### config.mk
export PLATFORM = sky130hd
export DESIGN_NAME = sine_voice_scheduler
export DESIGN_NICKNAME = d
export VERILOG_FILES = /design/src/rtl/sine_sched_pkg.sv /design/src/rtl/sine_phase_fold.sv /design/src/rtl/sine_voice_scheduler.sv
export SDC_FILE = /design/constraint.sdc
export NUM_CORES = 1
export LEC_CHECK = 0
export BUFFER_PORTS_ARGS = -buffer_cell sky130_fd_sc_hd__buf_4
export CORE_MARGIN = 1.5
export CORE_UTILIZATION = 25
export CTS_BUF_LIST = sky130_fd_sc_hd__clkbuf_8
export CTS_CLUSTER_SIZE = 25
export DETAILED_ROUTE_END_ITERATION = 10
export SLEW_MARGIN = 20
export SYNTH_ARGS = -nofsm -noshare
export SYNTH_HDL_FRONTEND = slang
export SYNTH_SLANG_ARGS = --single-unit
### constraint.sdc
create_clock -name clk -period 7.5 [get_ports clk]
set_input_delay 1.5 -clock clk [delete_from_list [all_inputs] [get_ports clk]]
set_output_delay 1.5 -clock clk [all_outputs]
set_load 0.02 [all_outputs]
### src/rtl/sine_sched_pkg.sv
// Shared widths and FSM state encoding for the sine voice scheduler and its phase fold helper.
package sine_sched_pkg;

    localparam int PHASE_W  = 22;
    localparam int STEP_W   = 20;
    localparam int ROM_AW   = 10;
    localparam int SAMPLE_W = 16;
    localparam int FRAC_W   = PHASE_W - 2 - ROM_AW;

    typedef enum logic [1:0] {
        IDLE,
        ADDR,
        ACC,
        OUT
    } state_t;

endpackage

### src/rtl/sine_phase_fold.sv
// Folds the integer part of a 22-bit phase into a quarter-wave ROM address plus a sign flag.
module sine_phase_fold
    import sine_sched_pkg::*;
(
    input  logic [PHASE_W-1:FRAC_W] i_phase,
    output logic [ROM_AW-1:0]       o_rom_addr,
    output logic                    o_negate
);

    always_comb begin
        o_negate   = i_phase[PHASE_W-1];
        o_rom_addr = i_phase[PHASE_W-2] ? ~i_phase[PHASE_W-3:FRAC_W] : i_phase[PHASE_W-3:FRAC_W];
    end

endmodule

### src/rtl/sine_voice_scheduler.sv
// Time-multiplexes one registered sine ROM across NUM_VOICES phase accumulators and mixes them.
// Optional sticky request-while-busy flag enabled by defining SINE_SCHED_OVERRUN_EN.
module sine_voice_scheduler
    import sine_sched_pkg::*;
#(
    parameter int NUM_VOICES  = 3,
    parameter int VOICE_SHIFT = $clog2(NUM_VOICES)
) (
    input  logic                         clk,
    input  logic                         reset,
    input  logic                         generate_next,
    input  logic [NUM_VOICES-1:0]        voice_en,
    input  logic [NUM_VOICES*STEP_W-1:0] step_size,
    output logic [ROM_AW-1:0]            rom_addr,
    input  logic [SAMPLE_W-1:0]          rom_dout,
    output logic [SAMPLE_W-1:0]          sample,
    output logic                         sample_ready,
    output logic                         busy
`ifdef SINE_SCHED_OVERRUN_EN
    ,
    output logic                         overrun
`endif
);

    localparam int IDX_W = $clog2(NUM_VOICES);
    localparam int ACC_W = SAMPLE_W + $clog2(NUM_VOICES);

    state_t                     r_state;
    state_t                     w_state_next;
    logic [IDX_W-1:0]           r_idx;
    logic [NUM_VOICES-1:0]      r_en;
    logic [STEP_W-1:0]          r_step  [NUM_VOICES];
    logic [PHASE_W-1:0]         r_phase [NUM_VOICES];
    logic signed [ACC_W-1:0]    r_acc;
    logic [SAMPLE_W-1:0]        r_sample;

    logic [PHASE_W-1:0]         w_cur_phase;
    logic [ROM_AW-1:0]          w_fold_addr;
    logic                       w_negate;
    logic                       w_last;
    logic signed [ACC_W-1:0]    w_mag;
    logic signed [ACC_W-1:0]    w_term;
    logic signed [ACC_W-1:0]    w_acc_next;

    assign w_cur_phase = r_phase[r_idx];
    assign w_last      = (r_idx == IDX_W'(NUM_VOICES - 1));

    sine_phase_fold u_fold (
        .i_phase    (w_cur_phase[PHASE_W-1:FRAC_W]),
        .o_rom_addr (w_fold_addr),
        .o_negate   (w_negate)
    );

    always_comb begin
        w_mag      = $signed({{(ACC_W-SAMPLE_W){1'b0}}, rom_dout});
        w_term     = '0;
        if (r_en[r_idx]) begin
            w_term = w_negate ? -w_mag : w_mag;
        end
        w_acc_next = r_acc + w_term;
    end

    always_comb begin
        w_state_next = r_state;
        case (r_state)
            IDLE: if (generate_next) w_state_next = ADDR;
            ADDR: w_state_next = ACC;
            ACC:  w_state_next = w_last ? OUT : ADDR;
            OUT:  w_state_next = IDLE;
            default: w_state_next = IDLE;
        endcase
    end

    always_ff @(posedge clk or posedge reset) begin
        if (reset) begin
            r_state  <= IDLE;
            r_idx    <= '0;
            r_en     <= '0;
            r_acc    <= '0;
            r_sample <= '0;
            for (int unsigned i = 0; i < NUM_VOICES; i++) begin
                r_step[i]  <= '0;
                r_phase[i] <= '0;
            end
        end else begin
            r_state <= w_state_next;
            case (r_state)
                IDLE: begin
                    if (generate_next) begin
                        r_en  <= voice_en;
                        r_acc <= '0;
                        r_idx <= '0;
                        for (int unsigned i = 0; i < NUM_VOICES; i++) begin
                            r_step[i] <= step_size[i*STEP_W +: STEP_W];
                        end
                    end
                end
                ACC: begin
                    r_acc <= w_acc_next;
                    // A disabled voice parks at phase 0 so re-enabling restarts the note cleanly.
                    r_phase[r_idx] <= r_en[r_idx] ? (w_cur_phase + {2'b00, r_step[r_idx]}) : '0;
                    if (w_last) begin
                        // Sample is loaded on the way into OUT so it is valid alongside sample_ready.
                        r_sample <= SAMPLE_W'(w_acc_next >>> VOICE_SHIFT);
                    end else begin
                        r_idx <= r_idx + IDX_W'(1);
                    end
                end
                default: ;
            endcase
        end
    end

    assign rom_addr     = (r_state == ADDR) ? w_fold_addr : '0;
    assign sample       = r_sample;
    assign sample_ready = (r_state == OUT);
    assign busy         = (r_state != IDLE);

`ifdef SINE_SCHED_OVERRUN_EN
    always_ff @(posedge clk or posedge reset) begin
        if (reset) begin
            overrun <= 1'b0;
        end else if (generate_next && busy) begin
            overrun <= 1'b1;
        end
    end
`endif

endmodule
**Yosys cells after proc, flatten, opt, wreduce, memory -nomap -nowiden**

Index checks and enable logic that the tools add are counted.

- Register bits: 167
- Input port bits: 82
- Logic and storage cells: 58

- Order comparisons: 3
- Bitwise operators: 2
- Equality and inequality tests: 6
- Add/sub/neg operators: 4
- Mux-type cells: 24
- Reductions and logical operators: 8

Operators by type and width:

| operator | number |
|---|---|
| $mux 22 | 4 |
| $bwmux 66 | 1 |
| $mux 18 | 3 |
| $bmux 22 s2 | 1 |
| $demux 22 s2 | 1 |
| $bmux 20 s2 | 1 |
| $mux 20 | 2 |
| $pmux 18 s2 | 1 |
| $add 22x20->22 | 1 |
| $mux 10 | 2 |
| $add 18x18->18 | 1 |
| $neg 16->18 | 1 |
| $not 10->10 | 1 |
| $mux 2 | 4 |
| $pmux 2 s4 | 1 |
| $eq 2x2->1 const B | 3 |
| $reduce_and 2->1 | 3 |
| $ne 2x2->1 const B | 2 |
| $pmux 2 s2 | 1 |
| $reduce_bool 2->1 | 2 |
| $ge 3x3->1 const B | 1 |
| $lt 2x3->1 const B | 1 |
| $lt 3x1->1 const B | 1 |
| $not 2->3 | 1 |
| other kinds (7) | 7 |

**Depth between registers and ports, before layout**

Gate-level depths: netlist of run 1.

- Depth after elaboration: 8
- Depth in mapped cells: 18

**Modules after synthesis**

A second synthesis of run 1 with hierarchy kept.

- Cell total of the unflattened synthesis: 998
- Area total of the unflattened synthesis: 9,571.7 um^2

Modules (own cells, without submodules):

| module | cells each | sequential area each (um^2) | area an instance (um^2) | times used |
|---|---|---|---|---|
| sine_voice_scheduler | 986 | 4,179.0 | 9,465.3 | 1 |
| sine_phase_fold | 12 | 0.0 | 106.4 | 1 |

**Worst setup path before layout of run 1**

OpenSTA, ideal clock, no wires.

- Path kind: input port to flip-flop
- Start: input port rom_dout[5]
- End: register r_sample[14] (netlist: sample[14])
- Stages: 14
- Setup slack: 3,060 ps
- Setup time: 95 ps
- Data arrival time: 4,344 ps
- Path buffers: 0
- Required time: 7,405 ps
- Path through: nor4_1 nand2b_1 or4_1 o31ai_1 xor2_1 nor2_1 ha_1 a21o_1 a21oi_1 inv_1 a211oi_1 a221oi_1 o21a_1 o31ai_1

- Cells in the longest elaborated chain, start to end: 4

RTL lines:

| element | line | text |
|---|---|---|
| start: declaration | sine_voice_scheduler.sv:15 | `input logic [SAMPLE_W-1:0] rom_dout,` |
| $neg 16->18 | sine_voice_scheduler.sv:58 | `w_term = w_negate ? -w_mag : w_mag;` |
| $mux 18 * | sine_voice_scheduler.sv:58 |  |
| $mux 18 * | sine_voice_scheduler.sv:57 | `if (r_en[r_idx]) begin` |
| $add 18x18->18 * | sine_voice_scheduler.sv:60 | `w_acc_next = r_acc + w_term;` |
| end signal: assignment | sine_voice_scheduler.sv:104 | `r_sample <= SAMPLE_W'(w_acc_next >>> VOICE_SHIFT);` |
| end: declaration | sine_voice_scheduler.sv:35 | `logic [SAMPLE_W-1:0] r_sample;` |

Mark *: on every way between the ends. The rest lies on a longest branch, timed or not.
A chain may end at the register's enable or synchronous reset.

**Worst setup path after layout of run 1**

- Start: register r_idx[1]
- End: output port rom_addr[1]

- Cells in the longest elaborated chain, start to end: 7

RTL lines:

| element | line | text |
|---|---|---|
| start: declaration | sine_voice_scheduler.sv:30 | `logic [IDX_W-1:0] r_idx;` |
| start signal: assignment | sine_voice_scheduler.sv:106 | `r_idx <= r_idx + IDX_W'(1);` |
| $not 2->3 (not written as such) * | sine_voice_scheduler.sv:45 | `assign w_cur_phase = r_phase[r_idx];` |
| $bmux 22 s2 * | sine_voice_scheduler.sv:45 |  |
| $mux 22 (not written as such) * (2 in series) | sine_voice_scheduler.sv:45 |  |
| $not 10->10 | sine_phase_fold.sv:12 | `o_rom_addr = i_phase[PHASE_W-2] ? ~i_phase[PHASE_W-3:FRAC_W] : i_phase[PHASE_W-3:FRAC_W];` |
| $mux 10 * | sine_phase_fold.sv:12 |  |
| $mux 10 * | sine_voice_scheduler.sv:114 | `assign rom_addr = (r_state == ADDR) ? w_fold_addr : '0;` |
| end: declaration | sine_voice_scheduler.sv:14 | `output logic [ROM_AW-1:0] rom_addr,` |

Mark *: on every way between the ends. The rest lies on a longest branch, timed or not. The select of a mux whose other input is x is not followed.

==> results of run 1 <==
==> through the flow <==
| step | power [mW] | hold WS [ns] | setup slack [ns] | utilization, % |
|---|---|---|---|---|
| after floorplan | 3.471 | 0.4478 | 1.482 | - |
| after global placement | 4.167 | 0.4600 | 2.695 | 29.07 |
| after detailed placement | 4.224 | 0.4669 | 2.614 | 29.07 |
| after CTS | 4.883 | 0.4923 | 2.613 | 30.09 |
| after global routing | 5.270 | 0.5115 | 2.454 | 30.09 |
| final | 4.819 | 0.4858 | 2.674 | 30.09 |
==> metal layers <==
layer	global-route usage, %	up-vias	part of all wire, %
met1	16.73	3484	47
met4	3.025	0	0.92
met3	2.584	12	3.5
met2	22.07	134	48
li1	-	3572	-
met5	0	-	0
==> flip-flops by register name, indices dropped and copies added, names as in the netlist <==
signal   cells
r_step      60
r_phase     66
sample      16
r_acc       18
r_idx        2
r_en         3
r_state      2
==> logic make-up after synthesis <==
logic type / count (synthesis) / share of synthesized area [%]
DFF: 167 / 44.54
xor gates and xnor gates: 52 / 4.854
muxes: 113 / 12.99
adders and majority gates: 43 / 5.894
and+or+nand+nor: 259 / 11.88
AOI/OAI and AO/OA: 262 / 17.06
buffers and inverters: 66 / 2.787
==> power breakdown <==
part / internal (mW) / switching [mW]
sequential: 1.30 / 0.212
clock: 0.245 / 0.389
combinational: 1.09 / 1.59
==> worst max-delay path, delay by kind of cell, from the launching register on <==
family	cells	cell delay, ns
AOI/OAI and AO/OA	1	0.85
xor gates and xnor gates	1	0.20
buffers and inverters	2	0.92
DFF	1	0.39
muxes	1	0.20
and+or+nand+nor	1	0.26
==> cell type report <==
class                           instances  area [um2]  share of cell area, %
Clock buffer                           17       234.0                  2.114
Multi-Input combinational cell        729        4967                  44.88
Inverter                               15       61.31                 0.5540
Sequential cell                       167        4180                  37.77
Timing Repair Buffer                  120       900.9                  8.140
Tap cell                              468       585.6                  5.291
Clock inverter                         15       137.6                  1.244
==> cell usage after synthesis, types with 5 or more instances <==
library cell  number
nor2_1            44
xnor2_1           26
nand3_1            7
ha_1              41
nand2_1          162
o21ai_0          128
nor2b_1            5
a21o_1            13
nand4_1            5
buf_2             11
a22o_1            16
o31ai_1           16
nand2b_1           8
o21a_1             8
dfrtp_1          167
clkbuf_1          38
mux2_2            70
a211oi_1           6
or3_1              5
nor3_1             6
a21oi_1           37
xor2_1            26
and3_1             5
o21bai_1           8
mux2i_1           43
inv_1             15
==> path summary, 6_finish.rpt <==
path                             start           to  slack [ns]  depth (start not counted)
min                        r_phase[11]  r_phase[11]        0.49                          2
max in group asynchronous        reset     r_idx[1]        4.74                          3
max reg2reg                   r_idx[1]   sample[14]        3.08                         13
max                           r_idx[1]  rom_addr[1]        2.67                          6
min in group asynchronous        reset    r_step[0]        1.23                          2
min reg2reg                r_phase[11]  r_phase[11]        0.49                          2
==> metrics.yaml, run 1 <==
final_area_mm2: 0.01107
post_dp_cell_area_mm2: 0.01070
path_clk_slew_ns: 0.10
syn_to_final_growth_pct: 17.95
path_max_fanout: 46
grt_max_degree: 100
power_density_mw_per_mm2: 435.5
synth_area_leaders: "dfrtp_1 (45%), mux2_2 (8.4%), o21ai_0 (6.8%)"
drtAntennaViolNets: 0
cts_buffer_depth: 2
layout.cells.most_common: "dfrtp_1"
rows: 70
status: "completed"
fp.dieArea_mm2: 0.03870
cts_tree: "yes"
fmax_mhz: 207.2
synth_area_mm2: 0.009383
synth.distinct_cells: 54
finalHoldViolCount: 0
ys.flop_type: "dfrtp_1"
required_ns: 6.00
cpMaxStageDelayCell: "o21ai_2"
worstPathArrival_ns: 3.33
synthArstFlopShare_pct: 100.0
ys_warn_count: 0
layout-drive-gt1-share_pct: 22.11
rsz0062_at_grt: "false"
antenna_found_initial: 0
clock_skew_ns: 0.02546
die_width_um: 196.7
dpl.cell_count: 1499
syn_inst: 962
grt.total_usage_pct: 12.91
cts_made_buffers: 17
ioPinCount: 110
first_global_vias: 7219
crit_path_end_kind: "primary output"
worst_pin_slew_ns: 1.053
grt_overflow_total: 0
path_class: "reg2out"
hold_class: "reg2reg"
dieHeight_um: 196.7
leakagePower_nw: 4.861
cts_resized: 0
synth_top_area_share_pct: 44.54
htreeDepth: 4
holdBufCountCts: 0
yosysSeqAreaShare_pct: 44.54
clock_latency_ns: 0.48
crit_path_frequent_cell: "buf_4"
gp_congestion: 0.8612
grt_pass1_wl_um: 38880
vias_per_cell: 4.704
slew_violations: 0
tns_ns: 0
yosysTopAreaCell: "dfrtp_1"
nNetsFinal: 1175
min_period_over_period_pct: 64.35
maxCapViolations: 0
ys_ff_latch: 167
io_buffer_count: 109
syn_nets: 1087
routed_wl_um: 24260
diodes: 0
place_hpwl_um: 16580
first_iter_violations: 437
clock-root-buffer: "clkbuf_8"
first_pass_iters: 4
synth.avg_cell_area_um2: 9.753
max_stage_delay_ns: 0.85
core_area_mm2: 0.03679
cp-start-kind: "flip-flop"
min_period_ns: 4.826
instances_no_fill: 1531
fill_cells: 3877
clock_sinks: 167
cts_setup_buffers: 0
finalSetupViolations: 0
slew_headroom_pct: 29.78
crit_chain: "buf_4 > mux2i_1 > o21ai_2 > xnor2_1 > nor2_1 > buf_4"
start_util_pct: 25.51
wl_per_cell_um: 15.85
final_cell_mix: "dfrtp_1 (166), nand2_1 (161), o21ai_0 (128)"
vias: 7202
route.detailed.drc: 0
synth_edf_count: 0
peakVddDrop_uv: 179.5
Note: power is estimated with default switching activity, not from simulation.
==> run 2: changes to the inputs <==
Clock period 7.5 ns to 4 ns, I/O delays scaled along.
==> run 2 against run 1 <==
  * Non-clock buffer count rose by 20
  * Count of clock-buffer cells in the layout is the same
  * Worst hold slack got worse by 0.091 ns
  * Clock power increased by 94%
  * Largest cell class unchanged
  * Largest power group unchanged
==> metrics.yaml, run 2 (synthesized netlist as in run 1, its figures left out) <==
dpl.cell_count: 1517  # was 1499
instances_no_fill: 1551  # was 1531
path_class: "reg2reg"  # was reg2out
clock_skew_ns: 0.02560  # was 0.02546 ns
vias: 7326  # was 7202
peakVddDrop_uv: 379.9  # was 179.5 uV
routed_wl_um: 24850  # was 24260 um
first_iter_violations: 316  # was 437
fill_cells: 3859  # was 3877
power_density_mw_per_mm2: 818.7  # was 435.5 mW/mm2
clock-root-buffer: "clkbuf_8"  # unchanged
largestRegisters: "r_phase x66, r_step x60, r_acc x18"  # unchanged
htreeDepth: 4  # unchanged
grt_overflow_total: 0  # unchanged
final.setup.worst_slack_ns: 0.2879  # was 2.674 ns
multi_input_area_mm2: 0.004970  # was 0.004967 mm2
diodes: 0  # unchanged
place_hpwl_um: 17420  # was 16580 um
top_register: "r_phase"  # unchanged
gp_congestion: 0.8585  # was 0.8612
finalSetupViolations: 0  # unchanged
route.detailed.drc: 0  # unchanged
min_period_over_period_pct: 92.80
final-seq-area_mm2: 0.004180  # unchanged
vias_per_cell: 4.723  # was 4.704
layout-drive-gt1-share_pct: 23.55  # was 22.11%
path_max_fanout: 21  # was 46
fp.dieArea_mm2: 0.03870  # unchanged
cpMaxStageDelayCell: "fa_1"  # was o21ai_2
nNetsFinal: 1195  # was 1175
totalPowerFinal_mw: 9.237  # was 4.819 mW
worstPathArrival_ns: 4.08  # was 3.33 ns
grt.total_usage_pct: 13.22  # was 12.91%
path_clk_slew_ns: 0.10  # about the same
r2r_slack_ns: 0.29  # was 3.08 ns
cp-start-kind: "flip-flop"  # unchanged
rows: 70  # unchanged
core_area_mm2: 0.03679  # unchanged
layout.cells.most_common: "dfrtp_1"  # unchanged
fin_util_pct: 30.67  # was 30.09%
die_width_um: 196.7  # unchanged
cts_tree: "yes"  # unchanged
hold_class: "in2async"  # was reg2reg
grt_pass1_wl_um: 39800  # was 38880 um
io_buffer_count: 109  # unchanged
rsz0062_at_grt: "false"  # unchanged
tns_ns: 0  # unchanged
cts_buffer_depth: 2  # unchanged
leakagePower_nw: 4.967  # was 4.861 nW
cts_made_buffers: 17  # unchanged
slew_violations: 0  # unchanged
worst_pin_slew_ns: 0.9850  # was 1.053 ns
ioPinCount: 110  # unchanged
finalHoldViolCount: 0  # unchanged
clock_latency_ns: 0.49  # was 0.48 ns
wl_per_cell_um: 16.02  # was 15.85 um
max_stage_delay_ns: 0.44  # was 0.85 ns
crit_path_end_kind: "flip-flop"  # was primary output
maxCapViolations: 0  # unchanged
syn_to_final_growth_pct: 20.24  # was 17.95%
status: "completed"  # unchanged
min_period_ns: 3.712
required_ns: 4.37  # was 6.00 ns
first_pass_iters: 5  # was 4
grt_max_degree: 129  # was 100
fmax_mhz: 269.4
slew_headroom_pct: 34.18  # was 29.78%
drtAntennaViolNets: 0  # unchanged
dieHeight_um: 196.7  # unchanged
start_util_pct: 25.51  # unchanged
final_cell_mix: "dfrtp_1 (166), nand2_1 (161), buf_4 (136)"  # was dfrtp_1 (166), nand2_1 (161), o21ai_0 (128)
first_global_vias: 7325  # was 7219
crit_chain: "buf_12 > mux2i_1 > o21ai_0 > ha_1 > fa_1 > a211oi_1 > o21bai_1 > a21oi_1 > o21ai_1 > nor4b_4 > a311o_1 > a22o_1"  # was buf_4 > mux2i_1 > o21ai_2 > xnor2_1 > nor2_1 > buf_4
antenna_found_initial: 0  # unchanged
dpl_worst_slack_ns: 0.01438  # was 2.614 ns
largest_reg_flops: 66  # unchanged
clock_sinks: 167  # unchanged
holdBufCountCts: 0  # unchanged
-- run 2: cell types whose count changed in the layout (fill, tap and decap cells not counted), moves of 2 or more --
cell / change
buf_4: +16
buf_12: +4
clkinv_2: -2
clkinvlp_4: +2
-- run 2: metal layers --
metal  vias up  global-route usage, %  part of all wire [%]
li1       3619                      -                     -
met1      3545                  17.38                    47
met2       136                  21.84                    48
met3        26                  2.823                   3.9
met4         0                  3.732                   1.5
met5         -                      0                     0
-- run 2: worst max-delay path: cells and delay by family (launching register included) --
kind            cells  cell delay, ns
compound gates      7            1.75
fa+ha+maj           2            0.69
buf+inv             1            0.23
flops               1            0.42
mux                 1            0.33
simple gates        1            0.17
-- run 2: where the power goes --
part           internal (mW)  total [mW]  switching, mW
logic                   2.16        5.18           3.02
clock network          0.468        1.23          0.766
registers               2.43        2.82          0.394
total                   5.06        9.24           4.18
-- run 2: final timing paths --
check	startpoint	to	depth (start not counted)
max	r_idx[1]	r_phase[42]	12
min	reset	r_step[40]	3
max reg2reg	r_idx[1]	r_phase[42]	12
min reg2reg	sample[7]	sample[7]	2
max in group asynchronous	reset	r_step[49]	3
min in group clk	sample[7]	sample[7]	2
-- run 2: what timing repair did --
item | in CTS | in global routing
setup buffers | 0 | 2
endpoints found under the hold margin | 0 | 0
setup endpoints to repair | 0 | 6
gates resized for setup | 0 | 1
-- run 2: final cells by class --
class	count	area share [%]
tap	468	5.190
sequential	167	37.05
clock buffer	17	2.074
clock inverter	15	1.342
multi-input combinational	729	44.05
inverter	15	0.5323
timing repair buffer	140	9.759
-- run 2: stage by stage --
| stage | area (um2) | hold slack [ns] |
|---|---|---|
| after floorplan | 9387 | 0.4478 |
| after global placement | 10880 | 0.4594 |
| after detailed placement | 10880 | 0.4663 |
| after CTS | 11260 | 0.4826 |
| after global routing | 11280 | 0.4526 |
| final | 11280 | 0.3947 |
==> run 3: changes to the inputs <==
==> constraint.sdc (replaced) <==
create_clock -name clk -period 4 [get_ports clk]
set_input_delay 0 -clock clk [delete_from_list [all_inputs] [get_ports clk]]
set_output_delay 0 -clock clk [all_outputs]
set_load 0.02 [all_outputs]
==> run 3 against run 2 <==
  * Core utilization up 1.6 points
  * Combinational power down 1%
  * Via count is 2.8% higher
  * Worst hold slack got worse by 0.34 ns
  * First-iteration DRC count is 4.7% higher
  * Sequential power about the same
  * Global-route usage grew 0.22 points
  * Clock power increased by 12%
  * Critical path depth unchanged
==> metrics.yaml, run 3 (synthesized netlist as in run 1, its figures left out) <==
instances_no_fill: 1602  # was 1551
reg2reg_from: "r_idx[1]"  # unchanged
rows: 70  # unchanged
grt_max_degree: 168  # was 129
path_max_fanout: 23  # was 21
layout.cells.most_common: "dfrtp_1"  # unchanged
holdPathStages: 5
p_sw_mw: 4.042  # was 4.176 mW
peakVddDrop_uv: 380.9  # was 379.9 uV
ioPinCount: 110  # unchanged
core_area_mm2: 0.03679  # unchanged
worstPathArrival_ns: 3.97  # was 4.08 ns
cp-start-kind: "flip-flop"  # unchanged
cpLargestDelayFamily: "compound AO/OA/AOI/OAI gates"  # unchanged
gp_congestion: 0.8530  # was 0.8585
final_area_mm2: 0.01187  # was 0.01128 mm2
grt_overflow_total: 0  # unchanged
min_period_ns: 3.612  # was 3.712 ns
top_register: "r_phase"  # unchanged
hold_path.startpoint: "rom_dout[0]"
cpMaxStageDelayCell: "dfrtp_2"  # was fa_1
hold_class: "in2reg"  # was in2async
finalSetupViolations: 0  # unchanged
post_dp_cell_area_mm2: 0.01078  # was 0.01088 mm2
diodes: 0  # unchanged
cts_buffer_depth: 2  # unchanged
grt_pass1_wl_um: 41120  # was 39800 um
worstRegToRegCells: 12  # unchanged
sw_frac_of_total_pct: 43.25  # was 45.22%
rsz0062_at_grt: "false"  # unchanged
grt.total_usage_pct: 13.43  # was 13.22%
dpl_worst_slack_ns: 0.4350  # was 0.01438 ns
syn_to_final_growth_pct: 26.50  # was 20.24%
fp.dieArea_mm2: 0.03870  # unchanged
nNetsFinal: 1247  # was 1195
final_cell_mix: "dfrtp_1 (166), nand2_1 (161), o21ai_0 (128)"  # was dfrtp_1 (166), nand2_1 (161), buf_4 (136)
leakagePower_nw: 5.199  # was 4.967 nW
layout-drive-gt1-share_pct: 21.34  # was 23.55%
clock_skew_ns: 0.01157  # was 0.02560 ns
slew_violations: 0  # unchanged
clock_sinks: 167  # unchanged
path_buf_inv: 1  # unchanged
crit_chain: "buf_4 > mux2i_1 > o21ai_0 > ha_1 > fa_1 > a211oi_1 > o21bai_1 > a21oi_1 > o21ai_1 > nor4b_4 > a311o_1 > a22o_1"  # was buf_12 > mux2i_1 > o21ai_0 > ha_1 > fa_1 > a211oi_1 > o21bai_1 > a21oi_1 > o21ai_1 > nor4b_4 > a311o_1 > a22o_1
antenna_found_initial: 0  # unchanged
path_class: "reg2reg"  # unchanged
fill_cells: 3794  # was 3859
route.detailed.drc: 0  # unchanged
seq_power_share_pct: 30.4  # was 30.6%
drtAntennaViolNets: 0  # unchanged
clock_latency_ns: 0.47  # was 0.49 ns
timing.rr.end: "r_phase[20]"  # was r_phase[42]
final.setup.worst_slack_ns: 0.3878  # was 0.2879 ns
p_int_mw: 5.302  # was 5.060 mW
required_ns: 4.36  # was 4.37 ns
worst_pin_slew_ns: 1.104  # was 0.9850 ns
start_util_pct: 25.51  # unchanged
cts_setup_buffers: 0  # unchanged
crit_path_end_kind: "flip-flop"  # unchanged
clock-root-buffer: "clkbuf_8"  # unchanged
cts_resized: 0  # unchanged
wl_per_cell_um: 15.81  # was 16.02 um
r2r_slack_ns: 0.39  # was 0.29 ns
dieHeight_um: 196.7  # unchanged
min_period_over_period_pct: 90.30  # was 92.80%
largestRegisters: "r_phase x66, r_step x60, r_acc x18"  # unchanged
first_pass_iters: 5  # unchanged
p_comb_share_pct: 54.9  # was 56.1%
cts_tree: "yes"  # unchanged
first_global_vias: 7733  # was 7325
io_buffer_count: 109  # unchanged
power_frac_clock_pct: 14.8  # was 13.4%
place_hpwl_um: 17410  # was 17420 um
maxCapViolations: 0  # unchanged
htreeDepth: 4  # unchanged
largest_reg_flops: 66  # unchanged
holdPathEnd: "r_acc[0]"
vias: 7533  # was 7326
cts_made_buffers: 17  # unchanged
first_iter_violations: 331  # was 316
dpl.cell_count: 1507  # was 1517
routed_wl_um: 25330  # was 24850 um
tns_ns: 0  # unchanged
path_clk_slew_ns: 0.09  # was 0.10 ns
status: "completed"  # unchanged
max_stage_delay_ns: 0.45  # was 0.44 ns
vias_per_cell: 4.702  # was 4.723
slew_headroom_pct: 26.38  # was 34.18%
power_density_mw_per_mm2: 787.3  # was 818.7 mW/mm2
fmax_mhz: 276.8  # was 269.4 MHz
die_width_um: 196.7  # unchanged
finalHoldViolCount: 0  # unchanged
run 3: layout make-up:
class | count | area [um2] | area share, %
clock buffer | 20 | 275.3 | 2.319
clock inverter | 11 | 173.9 | 1.465
inverter | 15 | 60.06 | 0.5060
multi-input combinational | 729 | 4967 | 41.85
sequential | 167 | 4180 | 35.22
tap | 468 | 585.6 | 4.934
timing repair buffer | 192 | 1627 | 13.70
run 3: power by group through the flow:
stage                     Clock, mW  Combinational [mW]  Sequential, mW
after global placement            0                5.01            2.86
after detailed placement          0                5.08            2.87
after floorplan                   0                3.66            2.85
final                          1.38                5.13            2.84
after global routing           1.49                5.70            2.94
after CTS                      1.43                5.15            2.84
run 3: metal layers:
metal / part of all wire, % / routed length, um / GRT usage, % / up-vias
li1: - / - / - / 3726
met1: 48 / 12090 / 17.94 / 3635
met2: 47 / 12020 / 22.47 / 144
met3: 3.4 / 850 / 2.070 / 28
met4: 1.5 / 369 / 3.845 / 0
met5: 0 / 0 / 0 / -
run 3: worst max-delay path by stage:
stage	startpoint	end	slack (ns)	depth (start not counted)
after floorplan	r_idx[1]	r_phase[20]	0.54	15
after global placement	r_idx[1]	r_phase[20]	0.47	12
after detailed placement	r_idx[1]	r_phase[20]	0.43	12
after CTS	r_idx[1]	r_phase[20]	0.41	12
after global routing	r_idx[1]	r_phase[20]	0.18	12
final	r_idx[1]	r_phase[20]	0.39	12
run 3: what timing repair did:
item	4_1_cts	5_1_grt
hold buffers	64	0
hold endpoints to repair	230	0
setup endpoints to repair	0	0
run 3: stage by stage:
| step | util [%] | hold slack (ns) | power [mW] |
|---|---|---|---|
| 5_1_grt | 32.27 | 0.1017 | 10.13 |
| 3_5_place_dp | 29.30 | 0.2372 | 7.950 |
| 3_3_place_gp | 29.30 | 0.2349 | 7.863 |
| 2_1_floorplan | - | 0.1517 | 6.509 |
| 4_1_cts | 32.27 | 0.03079 | 9.423 |
| 6_report | 32.27 | 0.05852 | 9.344 |
run 3: worst register-to-register path: cells and delay by family, from the launching register on:
family                   cells  cell delay (ns)
AND/OR/NAND/NOR              1             0.16
adder cells (fa/ha/maj)      2             0.69
AO/OA/AOI/OAI                7             1.58
multiplexers                 1             0.24
flip-flops                   1             0.45
buffers and inverters        1             0.40
